==> config.mk <==
export PLATFORM = sky130hd
export DESIGN_NAME = uart_transmitter
export DESIGN_NICKNAME = d
export VERILOG_FILES = /design/src/rtl/uart_transmitter_pkg.sv /design/src/rtl/uart_transmitter_baud_counter.sv /design/src/rtl/uart_transmitter.sv
export SDC_FILE = /design/constraint.sdc
export NUM_CORES = 1
export LEC_CHECK = 0
export CAP_MARGIN = 20
export CORE_MARGIN = 2
export CORE_UTILIZATION = 54
export DETAILED_ROUTE_END_ITERATION = 6
export PLACE_DENSITY = 0.79
export SYNTH_ARGS = -nofsm -noshare
export SYNTH_HDL_FRONTEND = slang
export SYNTH_SLANG_ARGS = --single-unit
==> constraint.sdc <==
create_clock -name Clock -period 2.7 [get_ports Clock]
set_clock_uncertainty 0.2 [all_clocks]
set_input_delay 0.405 -clock Clock [delete_from_list [all_inputs] [get_ports Clock]]
set_output_delay 0.405 -clock Clock [all_outputs]
set_load 0.005 [all_outputs]
==> src/rtl/uart_transmitter_pkg.sv <==
// Constants and types shared by the UART transmitter and its baud counter.
// Holds the FSM state encodings and the frame geometry.
package uart_transmitter_pkg;

    typedef enum logic [1:0] {
        IDLE  = 2'd0,
        START = 2'd1,
        DATA  = 2'd2,
        STOP  = 2'd3
    } tx_state_e;

    localparam int unsigned DATA_BITS  = 8;
    localparam int unsigned FRAME_BITS = 10;

endpackage : uart_transmitter_pkg

==> src/rtl/uart_transmitter_baud_counter.sv <==
// Bit-period timer: counts cycles while enabled and ticks on the last cycle of
// each serial bit. It restarts from zero at every bit boundary.
module uart_baud_counter #(
    parameter int unsigned SymbolEdgeTime = 10
) (
    input  logic Clock,
    input  logic Reset,
    input  logic i_enable,
    output logic o_tick
);

    localparam int unsigned CntWidth = (SymbolEdgeTime > 1) ? $clog2(SymbolEdgeTime) : 1;
    localparam logic [CntWidth-1:0] LastCount = CntWidth'(SymbolEdgeTime - 1);

    logic [CntWidth-1:0] r_count;
    logic                w_last;

    assign w_last = (r_count == LastCount);
    assign o_tick = i_enable && w_last;

    always_ff @(posedge Clock) begin
        if (Reset || !i_enable || w_last) begin
            r_count <= '0;
        end else begin
            r_count <= r_count + 1'b1;
        end
    end

endmodule : uart_baud_counter

==> src/rtl/uart_transmitter.sv <==
// 8N1 UART transmitter: accepts one byte on a valid/ready handshake and shifts
// it out LSB first between a start bit and a stop bit on a registered TX line.
module uart_transmitter
    import uart_transmitter_pkg::*;
#(
    parameter int unsigned ClockFreq = 50_000_000,
    parameter int unsigned BaudRate  = 115_200
) (
    input  logic       Clock,
    input  logic       Reset,
    input  logic [7:0] DataIn,
    input  logic       DataInValid,
    output logic       DataInReady,
    output logic       SerialOut
);

    localparam int unsigned SymbolEdgeTime = ClockFreq / BaudRate;
    localparam logic [2:0]  LastBit        = 3'(DATA_BITS - 1);

    tx_state_e              r_state;
    tx_state_e              w_next_state;
    logic [DATA_BITS-1:0]   r_shift;
    logic [2:0]             r_bit_cnt;
    logic                   r_serial;
    logic                   w_tick;
    logic                   w_busy;
    logic                   w_accept;

    uart_baud_counter #(
        .SymbolEdgeTime(SymbolEdgeTime)
    ) u_baud_counter (
        .Clock    (Clock),
        .Reset    (Reset),
        .i_enable (w_busy),
        .o_tick   (w_tick)
    );

    always_ff @(posedge Clock) begin
        if (Reset) begin
            r_state <= IDLE;
        end else begin
            r_state <= w_next_state;
        end
    end

    always_comb begin
        w_next_state = r_state;
        case (r_state)
            IDLE:  if (w_accept) w_next_state = START;
            START: if (w_tick) w_next_state = DATA;
            DATA:  if (w_tick && (r_bit_cnt == LastBit)) w_next_state = STOP;
            STOP:  if (w_tick) w_next_state = IDLE;
            default: w_next_state = IDLE;
        endcase
    end

    always_comb begin
        DataInReady = (r_state == IDLE);
        w_busy      = (r_state != IDLE);
        w_accept    = DataInValid && (r_state == IDLE);
    end

    // The line is driven from a register, so each bit value is loaded on the
    // edge that ends the previous bit; the shift register pre-rotates to match.
    always_ff @(posedge Clock) begin
        if (Reset) begin
            r_shift   <= '0;
            r_bit_cnt <= '0;
            r_serial  <= 1'b1;
        end else begin
            case (r_state)
                IDLE: begin
                    if (w_accept) begin
                        r_shift   <= DataIn;
                        r_bit_cnt <= '0;
                        r_serial  <= 1'b0;
                    end
                end
                START: begin
                    if (w_tick) begin
                        r_serial  <= r_shift[0];
                        r_shift   <= r_shift >> 1;
                        r_bit_cnt <= '0;
                    end
                end
                DATA: begin
                    if (w_tick) begin
                        if (r_bit_cnt == LastBit) begin
                            r_serial <= 1'b1;
                        end else begin
                            r_serial  <= r_shift[0];
                            r_shift   <= r_shift >> 1;
                            r_bit_cnt <= r_bit_cnt + 1'b1;
                        end
                    end
                end
                STOP: r_serial <= 1'b1;
                default: r_serial <= 1'b1;
            endcase
        end
    end

    assign SerialOut = r_serial;

endmodule : uart_transmitter

### Word-level counts from Yosys, hierarchy flattened

Cells that the tools add are included.

* bits in registers: 23
* input bits: 11
* output and inout bits: 2
* logic and storage cells: 50

* $add $sub $neg: 2
* equal/unequal tests: 11
* mux-type cells: 20
* reductions and logical operators: 12

Operators by type and width (number)
* 8-bit 2-to-1 mux: 4
* 8-bit case mux with 3 select lines: 1
* 3-bit 2-to-1 mux: 4
* 2-bit inequality test, second input constant: 5
* 9-bit by 1-bit adder with 9-bit output, second input constant: 1
* 9-bit == test, second input constant: 1
* 3-bit case mux with 3 select lines: 1
* 2-bit 2-to-1 mux: 4
* 2-bit case mux with 4 select lines: 1
* 5-bit AND reduction: 1
* 2-bit == test, second input constant: 2
* 1-bit 2-to-1 mux: 4
* 1-bit case mux with 4 select lines: 1
* 4-bit AND reduction: 1
* 3-bit by 1-bit adder with 3-bit output, second input constant: 1
* 3-bit == test, second input constant: 1
* 1-bit logical AND: 3
* 3-bit AND reduction: 1
* 3-bit nonzero test: 1
* 2-bit by 1-bit == test with 1-bit output, second input constant: 1
* 2-bit logical NOT: 1
* 1-bit logical OR: 2
* 2-bit by 1-bit inequality test with 1-bit output, second input constant: 1
* 2-bit nonzero test: 1
* 1-bit logical NOT: 1

### Logic depth before layout (Yosys ltp)

Gate-level depths: netlist of the first run.

* depth in word-level cells: 5
* depth in mapped cells: 7
* mapped depth without buffers: 6

### Modules after synthesis

Synthesis of the first run repeated with hierarchy kept, for this count alone.

* cells, all modules: 135
* area, all modules: 1310.0 µm²

By module, submodules not included
* uart_transmitter: instances 1, cells an instance 88, area each 888.4 µm², sequential area each 280.3 µm²
* uart_baud_counter: instances 1, cells an instance 47, area each 421.7 µm², sequential area each 180.2 µm²

### Worst setup path after synthesis of the first run

No wires, ideal clock.

* path type: register to register
* start: register r_state[1]
* end: register r_bit_cnt[0]
* library setup time: 0.070 ns
* arrival: 1.671 ns
* data required time: 2.430 ns
* slack: 0.759 ns
* stages on the path, launching flop included: 8
* path buffers: 1
* period minus slack after synthesis: 1.941 ns
* cells stage by stage: dfxtp_1 inv_1 ha_1 or3b_4 a21oi_4 buf_6 nand4b_1 a21oi_1

* longest elaborated chain between the ends: 4
* elaborated cells between the ends (all ways): 13
* classes of those cells: eq/ne (6); mux (1); reduce/logical (6)

Ends and longest elaborated chain
* from (decl): RTL line uart_transmitter.sv:20 `tx_state_e r_state;`
* from (signal assigned): RTL line uart_transmitter.sv:42 `r_state <= w_next_state;`
* 2-bit nonzero test / 2-bit logical NOT (equally long branches): RTL line uart_transmitter.sv:59, uart_transmitter.sv:60, uart_transmitter.sv:71
* 1-bit logical AND (on tied branches): RTL line uart_transmitter_baud_counter.sv:19, uart_transmitter.sv:60
* 2-bit inequality test (no line) / 2-bit by 1-bit inequality test with 1-bit output (equally long branches)
* 5-bit AND reduction (no line)
* to (signal assigned): RTL line uart_transmitter.sv:93 `r_bit_cnt <= r_bit_cnt + 1'b1;`
* to (decl): RTL line uart_transmitter.sv:23 `logic [2:0] r_bit_cnt;`

Parallel ways exist; a longest one is shown, timed or not.
A chain may end at the register's enable or synchronous reset.

### Worst setup path in the final report of the first run

* start: register r_state[1]
* end: register r_shift[4]

* longest elaborated chain between the ends: 4
* elaborated cells between the ends (all ways): 13
* classes of those cells: eq/ne (6); mux (1); reduce/logical (6)

Ends and longest elaborated chain
* 2-bit nonzero test / 2-bit logical NOT (equally long branches): RTL line uart_transmitter.sv:59, uart_transmitter.sv:60, uart_transmitter.sv:71
* 1-bit logical AND (on tied branches): RTL line uart_transmitter_baud_counter.sv:19, uart_transmitter.sv:60
* 2-bit inequality test (no line) / 2-bit by 1-bit inequality test with 1-bit output (equally long branches)
* 5-bit AND reduction (no line)
* to (signal assigned): RTL line uart_transmitter.sv:74 `r_shift <= DataIn;`
* to (signal assigned): RTL line uart_transmitter.sv:82 `r_shift <= r_shift >> 1;`
* to (signal assigned): RTL line uart_transmitter.sv:92 `r_shift <= r_shift >> 1;`
* to (decl): RTL line uart_transmitter.sv:22 `logic [DATA_BITS-1:0] r_shift;`

Parallel ways exist; a longest one is shown, timed or not.

==> run summary, run 1 <==
The flow ran to the end, and the final reports show no timing, DRC or antenna violations. The detailed-route wire length is ~2.2 mm. The reported leakage power came out at a little under 0.5 nW. In this run the power spent charging and discharging nets is roughly 540 uW.

The simple-gate share of the synthesized area is 0.1681. The number of standard-cell rows in the floorplan is 17. In the final layout, the share of cells above drive strength 1 is 0.07246. Internal power comes to between 700 and 800 uW. The residual overflow from global routing is 0. The number of synthesized flops with an enable pin came out at 0. Sorting the synthesized cells by area gives the leading types as sky130_fd_sc_hd__dfxtp_1, sky130_fd_sc_hd__ha_1, sky130_fd_sc_hd__mux2i_1, sky130_fd_sc_hd__a21oi_1, sky130_fd_sc_hd__a311oi_1. The required time of the critical path is 2.72 ns. The post-synthesis instance area is 1199 um^2. On the final layout, the worst hold slack is 0.2899 ns. The proportion of synthesized flip-flops having asynchronous set or reset came out at 0. After detailed routing, the average wire length per cell comes to ~13 um. The relative slew slack is 0.5082. The total power came out at 1.320 mW. The end-of-flow core utilization came out at 0.6331.

The gate count after technology mapping came out at 126. The number of cells upsized or downsized after cts is 0. The synthesized netlist net count is 145. The proportion of synthesized chip area in sequential cells is 0.3841. The min-delay analysis places its worst path in the category register to register. The data arrival time of the worst path came out at between 2 and 2.5 ns. The final critical-path share of the clock period is 0.8381. The number of diodes added for antenna fixing came out at 0.

The routability congestion estimate is 0.8004. The endpoint identified for the worst register-to-register timing path is r_shift[4]. In the synthesized netlist the dominant register cell turns out to be sky130_fd_sc_hd__dfxtp_1. The post-detailed-placement cell area came out at 1334 um^2. The number of nets in the final layout is 158.

The CTS root buffer is sky130_fd_sc_hd__clkbuf_4. Counting cells, the worst reg-to-reg path comes to 6. The via count is 941.

CTS built an H-tree with a depth of 1. At the pin with the least slew margin, the transition time is 0.7377 ns. The setup slack on the worst flop-to-flop path came out at 0.44 ns. The initial antenna violation count is 0. The total track usage is 0.1868. The effective utilization at floorplan is 0.5580. The chip width came out at ~51 um. The detail route stage leaves a number of antenna-violating nets equal to 0. The hold violation total from the final report is 0. The switching power as a share of total power is 0.4070. Setup repair after global routing left no endpoint under its margin. The logic gate share of total power came out at 0.532.

The post-route setup TNS is 0 ns. The count of warnings emitted by yosys came out at 0. Of the total synthesized cell area, the portion taken by full adders, half adders and majority gates is 0.08351. Power spread over the standard cell area amounts to 970.6 nW/um^2. The global-route wire length before repair is 3.732 mm. The clock slew at the register clock pins of the worst setup and hold paths is 0.12 ns. The die covers between 2000 and 3000 um^2. The distinct cell type count after synthesis is 34. The portion of total power attributed to the clock network came out at 0.117. The area share of the largest cell type after synthesis is 0.3841.

Summing all non-filler instances in the final layout gives an area of 1360 um^2. By area, the combinational part of the netlist is dominated by compound AO/OA/AOI/OAI gates. The quantity of hold-fixing buffers added after cts is 0.

The half-perimeter wire length after placement is 1.620 mm. In this run the most critical hold path is launched from u_baud_counter.r_count[0]. In this run the count of I/O pins placed on the die edge is 13.

The complex-gate fraction of the synthesized area came out at 0.2046. The fraction of synthesized cell area in xor and xnor cells is 0.05115. Along the worst path, the maximum fanout reaches 18. Counting instances, the worst hold path has a depth of 1. The endpoint of the worst hold path is u_baud_counter.r_count[0]. The residual DRC count came out at 0. Relative to the synthesized area, the layout overhead comes to 13.47%.

TritonCTS built the clock tree. The insertion delay to the later sink of the worst-skew pair is 0.30 ns. The per-instance average area after synthesis is 9.513 um^2. The routed design could run at a clock period as short as 2.263 ns. The vertical extent of the die came out at 51.12 um. The pin count of the biggest net entering global routing came out at 20. The max-cap check violation count is 0. Buffers inserted during clock tree synthesis total 3. The fraction of power consumed by sequential logic came out at 0.351. The synthesized design contains 23 register bits. The number of setup buffers added after CTS is 0. IR analysis of the VDD net gives a maximum drop of about 0.54 mV. Dividing the detail-routed via count by the number of cells gives around 5.7. The worst setup path is captured at a register. The synthesized design spends more area on one cell type than any other, namely sky130_fd_sc_hd__dfxtp_1.

After the first detailed-routing iteration, the DRC count stood at 19. The number of pins exceeding their max-slew limit in the final report is 0. The floorplan core area came out at 2148 um^2. The count of buffers inserted at the top-level ports is 12. The via count of the first global-routing pass is 843. The maximum achievable frequency came out at 441.9 MHz. The commonest cells after synthesis are sky130_fd_sc_hd__dfxtp_1, sky130_fd_sc_hd__a21oi_1, sky130_fd_sc_hd__nor2_1, sky130_fd_sc_hd__ha_1, sky130_fd_sc_hd__mux2i_1. Of the post-synthesis cell area, the part taken by muxes is 0.06681. The total number of clock tree sinks is 23. The most common cell in the netlist is sky130_fd_sc_hd__dfxtp_1. The worst setup path is launched from a register. The buffer levels on the longest clock path is 2. The worst setup path is of the register to register kind. The first detailed-routing pass took 4 iterations. The worst register-to-register path begins at r_state[1]. The setup violation total in the final timing report came out at 0.
-- worst max-delay path, stage by stage, from the launching register on --
cell,delay (ns)
sky130_fd_sc_hd__dfxtp_1,0.40
sky130_fd_sc_hd__inv_1,0.08
sky130_fd_sc_hd__ha_1,0.26
sky130_fd_sc_hd__or3b_4,0.43
sky130_fd_sc_hd__a21oi_4,0.42
sky130_fd_sc_hd__a21oi_1,0.14
sky130_fd_sc_hd__a311oi_1,0.27
-- kinds of logic (layout without fill, tap and decap cells) --
| family | count (synthesis) | after routing |
|---|---|---|
| compound gates | 36 | 36 |
| xor+xnor | 7 | 7 |
| fa+ha+maj | 8 | 8 |
| buf+inv | 10 | 22 |
| flops | 23 | 23 |
| mux | 8 | 8 |
| simple gates | 34 | 34 |
-- through the flow --
step | setup WS [ns] | cells
5_1_grt | 0.2424 | 166
2_1_floorplan | 0.7588 | 126
4_1_cts | 0.4439 | 166
3_3_place_gp | 0.3675 | 162
3_5_place_dp | 0.3028 | 162
6_report | 0.4370 | 166
-- metal layers --
metal  track usage  vias up  wire [um]  share of wire
met1        0.2431      438       1037           0.47
li1              -      488          -              -
met2        0.3052       13       1085           0.49
met4       0.07658        0         12         0.0055
met5             0        -          0              0
met3       0.03216        2         65          0.030
-- sequential cells by signal (all words and copies together), names as in the netlist --
name	flops
r_state	2
SerialOut	1
r_shift	8
r_bit_cnt	3
u_baud_counter.r_count	9
-- power by group through the flow --
stage                     registers [mW]  logic [mW]  clock network [mW]
after CTS                          0.464       0.701               0.162
after global routing               0.471       0.789               0.171
after detailed placement           0.472       0.699                   0
final                              0.463       0.702               0.154
after global placement             0.465       0.676                   0
after floorplan                    0.459       0.585                   0
-- how the worst max path moves through the flow --
stage               slack [ns]  depth (start not counted)   startpoint            to
detailed placement        0.30                          5  DataInValid    r_shift[5]
CTS                       0.44                          6   r_state[1]    r_shift[5]
floorplan                 0.76                          7   r_state[1]  r_bit_cnt[0]
global route              0.24                          6   r_state[1]    r_shift[3]
finish                    0.44                          6   r_state[1]    r_shift[4]
global placement          0.37                          5  DataInValid    r_shift[4]
-- area by class of cell --
type                            count  area [um^2]
Sequential cell                    23        460.4
Tap cell                           28        35.03
Timing Repair Buffer               14        135.1
Inverter                            4        15.01
Clock buffer                        4        26.28
Fill cell                         187        788.3
Multi-Input combinational cell     93        688.2
-- cells in the final DEF (no fill, tap or decap), types with 2 or more instances in the layout --
cell type,count
sky130_fd_sc_hd__nand2b_1,3
sky130_fd_sc_hd__dfxtp_1,23
sky130_fd_sc_hd__nand2_1,2
sky130_fd_sc_hd__xnor2_1,4
sky130_fd_sc_hd__a311oi_1,7
sky130_fd_sc_hd__nand3_1,2
sky130_fd_sc_hd__nor3_1,2
sky130_fd_sc_hd__clkdlybuf4s50_1,12
sky130_fd_sc_hd__nand4_1,3
sky130_fd_sc_hd__a21o_1,2
sky130_fd_sc_hd__o21ai_0,6
sky130_fd_sc_hd__nand4b_1,3
sky130_fd_sc_hd__a21oi_1,14
sky130_fd_sc_hd__mux2i_1,8
sky130_fd_sc_hd__nor2_1,14
sky130_fd_sc_hd__buf_4,2
sky130_fd_sc_hd__clkbuf_4,3
sky130_fd_sc_hd__inv_1,4
sky130_fd_sc_hd__xor2_1,3
sky130_fd_sc_hd__ha_1,8
No activity file was read; power rests on OpenSTA's default activity.
==> run 2: changes to the inputs <==
==> constraint.sdc (replaced) <==
create_clock -name Clock -period 2.33 [get_ports Clock]
set_clock_uncertainty 0.2 [all_clocks]
set_input_delay 0.3495 -clock Clock [delete_from_list [all_inputs] [get_ports Clock]]
set_output_delay 0.3495 -clock Clock [all_outputs]
set_load 0.005 [all_outputs]
==> run summary, run 2 (synthesized netlist as in run 1, its figures left out) <==
The number of pins exceeding their max-slew limit in the final report is 0 (unchanged). The residual DRC count is 0 (unchanged). The required time of the critical path came to 1.78 ns (-0.94 ns). The detailed-route wire length is 2.397 mm (+8.9%). The type of element capturing the critical path is an output pin. The final critical-path setup slack is 0.1521 ns (-0.2849 ns).

The flip-flop count of the largest register, all copies and words added came out at 9 (unchanged). The routed via count divided by cell count came out at 5.778 (+1.9%). The startpoint identified for the worst register-to-register timing path is r_state[0].

The post-route setup TNS is 0 ns (unchanged). The number of cells on the worst reg-to-reg path came out at 7 (+1). The CTS buffer count came to 3 (unchanged). The worst flop-to-flop path endpoint is r_shift[2]. The half-perimeter wire length after placement was 1.770 mm (+9.3%). The worst hold-check path type is register to register. The pin count of the biggest net entering global routing came out at 20 (unchanged).

The clock slew at the register clock pins of the worst setup and hold paths came out at 0.12 ns (about the same). The peak ir drop on the vdd network was 0.7292 mV (+34%). The depth of the worst hold-timing path is 1 (unchanged). The DRC marker count from the first detailed-route iteration was 15 (-4).

Compared with the post-synthesis result, the final layout area differs by 17.74%. The effective utilization at floorplan came out at 0.5580 (unchanged). The maximum level of the CTS H-tree is 1 (unchanged).

The routability congestion estimate was 0.7875 (-1.6%). In the final layout, the registers with the most flip-flops are u_baud_counter.r_count: 9 flops, r_shift: 8 flops, r_bit_cnt: 3 flops. The switching power as a share of total power was 0.4017 (-0.005297). The final critical-path share of the clock period is 0.9347. The pre-CTS worst setup slack is 0.007256 ns (-0.2956 ns). The number of standard-cell rows in the floorplan is 17 (unchanged). The global-route wire length before repair came out at 3.995 mm (+7.0%). Leaving out fill and tap cells, the most frequent cell in the layout is sky130_fd_sc_hd__dfxtp_1. The reported net switching power came out at 677.7 uW (+26%). The floorplan die area is 2613 um^2 (unchanged). The power density of the placed cells came to 1195 nW/um^2 (+23%). The count of buffers inserted at the top-level ports was 12 (unchanged).

The fraction of power consumed by sequential logic came out at 0.321 (-0.030). The number of diodes added for antenna fixing is 0 (unchanged). Setup repair after global routing left no endpoint under its margin. The setup violation total in the final timing report was 0 (unchanged). The via count came out at 988 (+5.0%).

The chip width was 51.12 um (unchanged). The largest fanout on the critical path is 8 (-10). The detailed-route wire length per cell is 14.02 um (+5.7%).

The number of ports placed on the die boundary came out at 13 (unchanged). The relative slew slack is 0.7164 (+0.2082). The logic gate share of total power is 0.574 (+0.042). The CTS root buffer is sky130_fd_sc_hd__clkbuf_4. The worst-margin pin slew is 0.4254 ns (-0.3123 ns). The reported leakage power was 0.5172 nW (+6.5%).

The insertion delay to the later sink of the worst-skew pair came to 0.30 ns (about the same). TritonCTS built the clock tree. For the finished layout, the period the worst path requires is 2.178 ns. The post-detailed-route count of antenna-violating nets is 0 (unchanged).

The total number of clock tree sinks is 23 (unchanged). The register with the most flip-flops in the final layout is u_baud_counter.r_count. The run finished with clean final reports.

The setup slack on the worst flop-to-flop path is 0.23 ns (-0.21 ns). Leaving out fill and tap cells, the most frequent cells in the layout are sky130_fd_sc_hd__dfxtp_1, sky130_fd_sc_hd__a21oi_1, sky130_fd_sc_hd__nor2_1, sky130_fd_sc_hd__clkdlybuf4s50_1. The buffer levels on the longest clock path is 2 (unchanged). The max-cap check violation count is 0 (unchanged). The number of nets in the final layout is 163 (+3.2%). The vertical extent of the die is 51.12 um (unchanged). The category of the worst setup path launch point is a register. The via count of the first global-routing pass was 887 (+5.2%). The floorplan core area came to 2148 um^2 (unchanged). The maximum achievable frequency is 459.2 MHz.

The path with the worst hold slack has its endpoint at u_baud_counter.r_count[0]. The number of optimization iterations in the first detailed-route pass came out at 4 (unchanged). The worst min-delay path startpoint is u_baud_counter.r_count[0]. The hold violation total from the final report came out at 0 (unchanged). The initial antenna violation count is 0 (unchanged).

The total power came out at 1.687 mW (+28%). The residual overflow from global routing came to 0 (unchanged). The total track usage came out at 0.2012 (+0.01440). The fraction of final layout cells sized beyond drive strength 1 is 0.1119 (+0.03942).

The internal power contribution is 1.009 mW (+29%). The data arrival time of the worst path was 1.63 ns (-0.65 ns). The portion of total power attributed to the clock network is 0.105 (-0.012).

The critical path in this run is classified as register to output pin.
## run 2: how the worst max path moves through the flow
stage / start / to / slack [ns] / depth (start not counted)
6_report: r_state[0] / DataInReady / 0.15 / 3
5_1_grt: r_state[0] / DataInReady / 0.07 / 3
4_1_cts: r_state[0] / r_shift[2] / 0.1 / 6
3_5_place_dp: DataInValid / r_shift[2] / 0.007 / 5
3_3_place_gp: DataInValid / r_shift[6] / 0.10 / 5
2_1_floorplan: r_state[1] / r_bit_cnt[0] / 0.39 / 7
## run 2: power by group through the flow
stage	Clock [mW]	Combinational (mW)	Sequential (mW)
final	0.178	0.968	0.541
after global routing	0.198	1.07	0.549
after CTS	0.182	0.896	0.539
after detailed placement	0	0.894	0.548
after global placement	0	0.849	0.539
after floorplan	0	0.677	0.531
## run 2: per-stage QoR
stage	cells	instance area [um^2]	hold slack (ns)	utilization
after floorplan	126	1199	0.2216	-
after global placement	166	1364	0.2414	0.6348
after detailed placement	166	1364	0.2609	0.6348
after CTS	170	1391	0.2892	0.6476
after global routing	171	1411	0.3126	0.6570
final	171	1411	0.2847	0.6570
## run 2: final cells by class
class / instances / area [um^2]
clock buffers: 3 / 22.52
clock inverters: 1 / 5.005
fillers: 182 / 737.0
inverters: 4 / 15.01
multi-input cells: 93 / 688.2
flip-flops and latches: 23 / 460.4
well taps: 28 / 35.03
repair buffers: 19 / 185.2
## run 2: repair_timing
item                                    CTS  global route
endpoints found under the setup margin    0             4
gates resized for setup                   0             0
hold buffers                              0             0
setup buffers                             0             1
## run 2: per-layer routing
| layer | up-vias | wire (um) | global-route usage |
|---|---|---|---|
| met2 | 20 | 1203 | 0.3333 |
| met4 | 0 | 17 | 0.07207 |
| met3 | 2 | 77 | 0.03509 |
| met5 | - | 0 | 0 |
| met1 | 471 | 1098 | 0.2620 |
| li1 | 495 | - | - |
## run 2: worst max-delay path: stages (launching register included)
cell and delay [ns]:
sky130_fd_sc_hd__dfxtp_1 0.36, sky130_fd_sc_hd__inv_1 0.11, sky130_fd_sc_hd__ha_1 0.31, sky130_fd_sc_hd__clkdlybuf4s50_1 0.55
==> RTL change, RTL diff (config.mk and constraints of run 2) <==
The parameter `ClockFreq` goes from 50_000_000 to 200_000_000.
--- a/src/rtl/uart_transmitter.sv
+++ b/src/rtl/uart_transmitter.sv
@@ -3,7 +3,7 @@
 module uart_transmitter
     import uart_transmitter_pkg::*;
 #(
-    parameter int unsigned ClockFreq = 50_000_000,
+    parameter int unsigned ClockFreq = 200_000_000,
     parameter int unsigned BaudRate  = 115_200
 ) (
     input  logic       Clock,
Behaviour: same outputs for any inputs over 10 cycles, from zero or initial values and one cycle with Reset high; that may be too few to reach the edited logic, so the function may still have changed.
==> RTL change against run 2 <==
  * Sequential cell count rose by 2
  * Wire length rose by 4.3%
  * Total power fell by 12%
  * Clock power rose by 9.6%
  * Synthesized area rose by 9.5%
  * Sequential share of layout area rose by 0.16 points
  * Design area rose by 8.2%
  * Setup slack got worse by 0.074 ns
==> RTL change: results <==
group,metric,value,unit
status,status,"finished clean",
routing,avgRoutedWirePerCell,12.9,um
logic_synthesis,synth_mux_area_frac,0.00763,
grt,grt_first_pass_wirelength,4360,um
setup_path,arrival,2.27,ns
logic_synthesis,ys_seq_area_frac,0.381,
clock_network,ctsResizeCount,1,
timing,slew_headroom,0.600,
routing,drtIter0Drc,26,
logic_synthesis,synthTopCellsByCount,"dfxtp_1 (25), nor3_1 (19), nor2_1 (15)",
cells_and_area,largest_registers,"u_baud_counter.r_count: 11 flops, r_shift: 8 flops, r_bit_cnt: 3 flops",
clock_network,cts.clk_slew.worst_paths,0.14,ns
power_and_ir_drop,comb-power,706,uW
setup_path,crit_family,"simple AND/OR/NAND/NOR gates",
place,dp_hpwl,1870,um
clock_network,cts_buffer_depth,2,
setup_path,crit_type,"reg2reg",
power_and_ir_drop,power_frac_clock,0.132,
logic_synthesis,syn_nets,167,
cells_and_area,n_fill_cell,195,
setup_path,reg2reg_depth,6,
min_path,hold_class,"reg2reg",
logic_synthesis,synth_compound_area_frac,0.141,
logic_synthesis,synth-xor-area-share,0.0601,
setup_path,slowest_delay,0.53,ns
power_and_ir_drop,p_leak,0.546,nW
routing,routed_via_density,5.48,
routing,drt-total-wl,2500,um
cells_and_area,finalNetCount,185,
grt,grt_max_degree,17,
setup_path,r2r-end,"r_shift[1]",
place,post-place-ws,0.0420,ns
grt,grt_use_total,0.205,
setup_path,r2r_start,"r_bit_cnt[0]",
setup_path,slowest_stage,"or4_4",
grt,first_global_vias,986,
power_and_ir_drop,p_int,894,uW
power_and_ir_drop,vdd_ir_drop_max,0.000677,V
place,dp.cells,190,
RTL change: cell types whose count changed after synthesis, sizes merged, moves of 6 or more:
cell    delta
nor3      +17
a221oi     +6
nand3      +8
a21oi     -10
nand2      +9
mux2i      -7
a311oi     -7
nor2b      +9
RTL change: metrics by stage:
step	total power, mW	hold slack, ns	util
2_1_floorplan	1.09	0.229	-
3_3_place_gp	1.23	0.242	0.657
3_5_place_dp	1.27	0.258	0.657
4_1_cts	1.47	0.291	0.673
5_1_grt	1.59	0.305	0.677
6_report	1.48	0.287	0.677
RTL change: layout make-up:
type,instances,area share
inverters,4,0.00984
flip-flops and latches,25,0.328
clock buffers,3,0.0148
repair buffers,20,0.118
well taps,28,0.0230
multi-input cells,113,0.502
clock inverters,1,0.00492
RTL change: layer usage:
layer	global-route usage	vias up	part of all wire
li1	-	568	-
met1	0.265	477	0.49
met2	0.350	17	0.47
met3	0.0254	2	0.037
met4	0.0641	0	0.0048
met5	0	-	0
